==> src/rtl/rvdff_pipe.sv <==
// Elastic valid/ready delay line of DEPTH registered stages; invalid stages refill even under a downstream stall.
// Optional RVPIPE_FLUSH_EN adds a flush input that empties the pipe without touching data.
module rvdff_pipe #(
    parameter int WIDTH = 16,
    parameter int DEPTH = 3,
    localparam int OCC_W = $clog2(DEPTH + 1)
) (
    input  logic             clk,
    input  logic             rst_l,
`ifdef RVPIPE_FLUSH_EN
    input  logic             flush,
`endif
    input  logic             in_valid,
    input  logic [WIDTH-1:0] in_data,
    output logic             in_ready,
    output logic             out_valid,
    output logic [WIDTH-1:0] out_data,
    input  logic             out_ready,
    output logic [OCC_W-1:0] occupancy
);

    logic [DEPTH-1:0] vld;
    logic [WIDTH-1:0] dat [DEPTH];
    logic [DEPTH-1:0] rdy;
    logic [DEPTH-1:0] src_vld;
    logic [WIDTH-1:0] src_dat [DEPTH];
    logic             flush_act;

`ifdef RVPIPE_FLUSH_EN
    assign flush_act = flush;
`else
    assign flush_act = 1'b0;
`endif

    // Ready ripples from the output side: a stage can load if it is empty or its successor can load.
    always_comb begin
        logic r;
        r   = out_ready;
        rdy = '0;
        for (int i = DEPTH - 1; i >= 0; i--) begin
            r      = !vld[i] | r;
            rdy[i] = r;
        end
    end

    always_comb begin
        src_vld[0] = in_valid;
        src_dat[0] = in_data;
        for (int i = 1; i < DEPTH; i++) begin
            src_vld[i] = vld[i-1];
            src_dat[i] = dat[i-1];
        end
    end

    always_ff @(posedge clk) begin
        if (!rst_l) begin
            vld <= '0;
            for (int i = 0; i < DEPTH; i++) dat[i] <= '0;
        end else if (flush_act) begin
            vld <= '0;
        end else begin
            for (int i = 0; i < DEPTH; i++) begin
                if (rdy[i]) begin
                    vld[i] <= src_vld[i];
                    if (src_vld[i]) dat[i] <= src_dat[i];
                end
            end
        end
    end

    always_comb begin
        occupancy = '0;
        for (int i = 0; i < DEPTH; i++) occupancy = occupancy + OCC_W'(vld[i]);
    end

    // Flush masks both handshakes so nothing transfers during the clearing cycle.
    assign in_ready  = rdy[0] & !flush_act;
    assign out_valid = vld[DEPTH-1] & !flush_act;
    assign out_data  = dat[DEPTH-1];

endmodule

==> config.mk <==
export PLATFORM = sky130hd
export DESIGN_NAME = rvdff_pipe
export DESIGN_NICKNAME = d
export VERILOG_FILES = /design/src/rtl/rvdff_pipe.sv
export SDC_FILE = /design/constraint.sdc
export NUM_CORES = 1
export LEC_CHECK = 0
export CAP_MARGIN = 20
export CORE_AREA = 5 5 79 81
export DETAILED_ROUTE_END_ITERATION = 10
export DIE_AREA = 0 0 84 86
export PLACE_DENSITY = 0.7
export SETUP_SLACK_MARGIN = 0.4
export SLEW_MARGIN = 25
export SYNTH_ARGS = -nofsm -noshare
export SYNTH_HDL_FRONTEND = slang
export SYNTH_SLANG_ARGS = --single-unit
==> constraint.sdc <==
create_clock -name clk -period 2.47 [get_ports clk]
set_clock_uncertainty 0.1 [all_clocks]
set_input_delay 0.494 -clock clk [delete_from_list [all_inputs] [get_ports clk]]
set_output_delay 0.494 -clock clk [all_outputs]
set_load 0.02 [all_outputs]
* Yosys cells after proc, flatten, opt, wreduce, memory -nomap -nowiden
Memory sizes are Yosys's and may differ from the RTL's. Index checks and enable logic that the tools add are counted. W data, S select, Z words.
Operators by class: add/subtract/negate cells 2, mux-type cells 16, bitwise logic cells 6, reductions and logical operators 3
Operators by type and width (number):
- $mux W16 | 3
- $mux W1 | 13
- $or A1 B1 Y1 | 6
- $logic_not A1 Y1 | 3
- $add A1 B1 Y2 | 1
- $add A2 B1 Y2 | 1
Storage, ports and cells: register bits after elaboration 3, RAM bits 48, output and inout port bits 20, logic and storage cells 31, memories kept 1
Memories:
- dat | words 3, width 16, rd ports 3, clocked after memory_dff 0, wr ports 3, RTL line 23 | logic [WIDTH-1:0] dat [DEPTH];

* Depth between registers and ports, before layout
depth after elaboration 8, mapped depth 5, gate-level depth less buffers 3

* Worst setup path after synthesis
No wires, ideal clock.
path type input to register, start input out_ready, end memory dat[1][0], in the netlist dat[0][16] (enable), data arrival time 1866 ps, data required time 1959 ps, slack 93 ps, cell stages on the path 3, buffers on the path 0, path through nand2b_1 > nor2_1 > o21ai_0
RTL lines:
- start, declared | RTL line 18 | input logic out_ready,
- end, declared | RTL line 23

* Worst setup path after layout
start input out_ready, end output in_ready
On the way: longest elaborated chain between the ends 3
Ends and longest elaborated chain:
- $or A1 B1 Y1 (3 in series) | RTL line 41 | r = !vld[i] | r;
- end, declared | RTL line 15 | output logic in_ready,
No other way between the ends.

==> summary by stage <==
Run status
The flow ran to the end, and the final reports show no timing, DRC or antenna violations.

Critical path
Walking the worst path, the cells encountered are clkdlybuf4s50_1, nand4b_1, clkdlybuf4s15_2. Together, buffers and inverters on the worst path number 2. The cell family with the largest share of critical-path delay is buffers and inverters. At the worst endpoint, the required time is 1.88 ns. The arrival time reported for the critical path endpoint is roughly 1.4 ns. The type of origin of the critical path is an input port. The critical path start-end classification is in2out. The worst setup path is captured at an output pin. The largest individual stage delay along the critical path comes from the cell sky130_fd_sc_hd__clkdlybuf4s50_1.

For this run, the slowest stage of the critical path takes roughly 0.41 ns. The maximum fanout count along the critical path is 2.

STA
The tightest hold margin is 0.456 ns. The worst-case headroom to the max-slew limit is just under 80%. The total count of hold-check failures in the final report came to 0. The final sum of negative setup slack is 0 ns. The setup-violating endpoint count in the final report is 0.

The final clock period utilization by the worst path is 81.4%. The fmax is roughly 500 MHz. The smallest clock period supported by the final layout is computed as approximately 2.0 ns.

Setup repair after global routing left no endpoint under its margin. The number of max-slew violations in the final report is 0. At the pin with the least slew margin, the transition time is between 0.3 and 0.4 ns.

Placement
The congestion estimate from routability-driven global placement came to 0.652. During placement, the flow inserted port buffers numbering 39. The detailed placer's ending HPWL is around 2100 um.

Synth
The share of synthesized flip-flops with an asynchronous set or reset is 0%. The number of instances in the synthesized netlist is roughly 140. The portion of the post-synthesis area used by sequential elements is a little under three quarters.

The number of enable flip-flop cells after synthesis is 48. The cell type with the highest aggregate area in the netlist is sky130_fd_sc_hd__edfxtp_1. The synthesis warning total is 0. The post-synthesis area per instance is roughly 15 um2. By area the synthesized netlist is led by sky130_fd_sc_hd__edfxtp_1, sky130_fd_sc_hd__and3_1, sky130_fd_sc_hd__buf_4, sky130_fd_sc_hd__dfxtp_1, sky130_fd_sc_hd__buf_6. Counting instances in the post-synthesis netlist gives the leading cell types as sky130_fd_sc_hd__and3_1, sky130_fd_sc_hd__edfxtp_1, sky130_fd_sc_hd__buf_4.

Synthesis produced a netlist with a net count of about 160. The total standard cell area after synthesis is 2090 um2. The share of Yosys cell area claimed by the top area cell type is just under 70%. Counting flops and latches in the post-synthesis netlist gives between 50 and 60. The number of library cell types mapped by synthesis is 17. The predominant post-synthesis flop cell is sky130_fd_sc_hd__edfxtp_1.

CTS
Hold repair after CTS inserted 0 buffers. The clock sink total is 51. The H-tree depth reported by CTS is 2. The clock tree from TritonCTS is done. No sink is reached through more buffers than the 2 on the longest clock path.

Clock-pin slew was measured on the worst setup and hold paths at about 0.09 ns. In this run the clock root is driven by a sky130_fd_sc_hd__clkbuf_8. The number of clock buffers added by TritonCTS is 5. The later pin in the worst-skew pair is clocked with a latency of about 0.30 ns.

Detailed routing
Summed over all layers, the routed wires come to just under 3000 um. The remaining routing DRC violations is 0. The total met2 wirelength after detailed routing is about 1400 um. The uppermost signal routing layer after detailed routing is met4. The total via count after detailed routing is about 1100.

The wire length the detailed router placed on met1 is 1260 um. The pre-antenna-repair detailed-routing pass consisted of 4 iterations. After the first detailed-routing iteration, the DRC count stood at between 40 and 50. The wire length per cell after detailed routing is ~12 um. In the routed layout, each cell is associated on average with a via count of 4.41. The number of antenna-violating nets in the routed design is 0. Wire segments on met3 add up to roughly 210 um in the final route.

Power
For this design the ratio of total power to cell area is between 600 and 700 nW/um2. The highest ir drop seen on vdd is roughly 0.24 mV. The reported leakage power is 1.09 nW.

Floorplan
The overall die width is between 80 and 90 um. The vertical extent of the die is roughly 86 um. Pin placement for this block handled 40 I/O pins.

The die covers 7220 um2. The number of rows created at floorplan is 27. The area of the placeable core is between 5000 and 6000 um2. Once the floorplan was initialized, standard cells occupied a little under 40% of the core.

Global routing
After global routing the overflow that remains totals 0. The overall fraction of global-route tracks in use is 8.80%. The number of global-route vias before repair is ~1100. The first global-routing pass estimated between 4000 and 5000 um of wire. The pin count of the biggest net entering global routing is a little under 50. The initial antenna violation count is 0.

Min path
The worst hold path belongs to the class reg2reg.

Layout
The final layout contains ~190 nets. For this run, the share of the core covered by cells in the final layout is between 40% and 50%. Of the cells placed in the final design, the portion with a size suffix greater than 1 is about a tenth.

The filler cell count in the final layout is 501. The antenna cell count is 0. The area of the multi-input gates is 400 um2. Registers take between 1500 and 2000 um2.

Relative to the synthesized area, the layout overhead comes to 20.9%.

Job
Across the run, the number of max-cap violations was 0.
==> sequential cells by signal (all words and copies together) (netlist names) <==
register	flops
dat	48
vld	3
==> final timing paths <==
path,start,to,slack (ns),cells after the start
worst min-delay path,dat[0][1]$_SDFFCE_PN0P_,dat[0][17]$_SDFFCE_PN0P_,0.46,1
worst max register to register,vld[2]$_SDFFE_PN0P_,dat[0][25]$_SDFFCE_PN0P_,0.85,4
worst max-delay path,out_ready,in_ready,0.46,3
worst min register to register,dat[0][1]$_SDFFCE_PN0P_,dat[0][17]$_SDFFCE_PN0P_,0.46,1
==> metal layers <==
| metal | track usage (%) | vias to the layer above |
|---|---|---|
| li1 | - | 557 |
| met1 | 9.41 | 471 |
| met2 | 14.9 | 39 |
| met3 | 3.84 | 4 |
| met4 | 4.39 | 0 |
| met5 | 0 | - |
==> power by group <==
part	internal (mW)	switching, mW	leakage [nW]	total, mW
Sequential	1.02	0.0165	0.538	1.03
Clock	0.197	0.258	0.0418	0.456
Combinational	0.0907	0.0892	0.508	0.180
==> kinds of logic (layout without fill, tap and decap cells) <==
kind of cell | after synthesis | count (layout) | share of synthesized area (%)
AO/OA/AOI/OAI | 5 | 5 | 1.73
adder cells (fa/ha/maj) | 1 | 1 | 0.956
buffers and inverters | 29 | 57 | 9.15
flip-flops | 51 | 51 | 71.7
AND/OR/NAND/NOR | 57 | 57 | 16.4
==> repair_timing <==
| item | in CTS | in global routing |
|---|---|---|
| gates resized for setup | 5 | 3 |
| endpoints found under the setup margin | 3 | 2 |
| hold endpoints to repair | 0 | 0 |
| cloned | 0 | 0 |
| buffers inserted | 0 | 1 |
==> area by class of cell <==
type	instances	share of cell area [%]
repair buffers	46	17.3
multi-input cells	63	15.8
clock inverters	3	0.791
inverters	3	0.445
clock buffers	5	2.72
well taps	72	3.56
flip-flops and latches	51	59.4
==> per-stage QoR <==
step | instances | setup WS, ns | power, mW | area [um2]
floorplan | 143 | 0.526 | 1.17 | 2090
detailed placement | 234 | 0.105 | 1.24 | 2440
global route | 243 | 0.408 | 1.74 | 2530
global placement | 234 | 0.170 | 1.23 | 2440
CTS | 242 | 0.340 | 1.69 | 2530
finish | 243 | 0.459 | 1.67 | 2530
==> cells in the final DEF (no fill, tap or decap) <==
cell and n:
sky130_fd_sc_hd__edfxtp_1 48, sky130_fd_sc_hd__clkdlybuf4s15_2 1, sky130_fd_sc_hd__clkinv_1 1, sky130_fd_sc_hd__a22o_1 1, sky130_fd_sc_hd__o21a_1 1, sky130_fd_sc_hd__dfxtp_2 1, sky130_fd_sc_hd__nand2b_1 1, sky130_fd_sc_hd__clkbuf_8 5
sky130_fd_sc_hd__inv_1 3, sky130_fd_sc_hd__nand2_1 5, sky130_fd_sc_hd__clkinv_4 1, sky130_fd_sc_hd__a21boi_0 2, sky130_fd_sc_hd__clkdlybuf4s50_1 36, sky130_fd_sc_hd__o21ai_1 1, sky130_fd_sc_hd__nor2_1 1, sky130_fd_sc_hd__clkbuf_2 1
sky130_fd_sc_hd__or2_1 1, sky130_fd_sc_hd__nand4b_1 1, sky130_fd_sc_hd__clkinvlp_4 1, sky130_fd_sc_hd__fa_1 1, sky130_fd_sc_hd__dfxtp_1 2, sky130_fd_sc_hd__dlygate4sd2_1 1, sky130_fd_sc_hd__and3_1 48, sky130_fd_sc_hd__buf_4 7
Power figures use the tool's default switching activity.
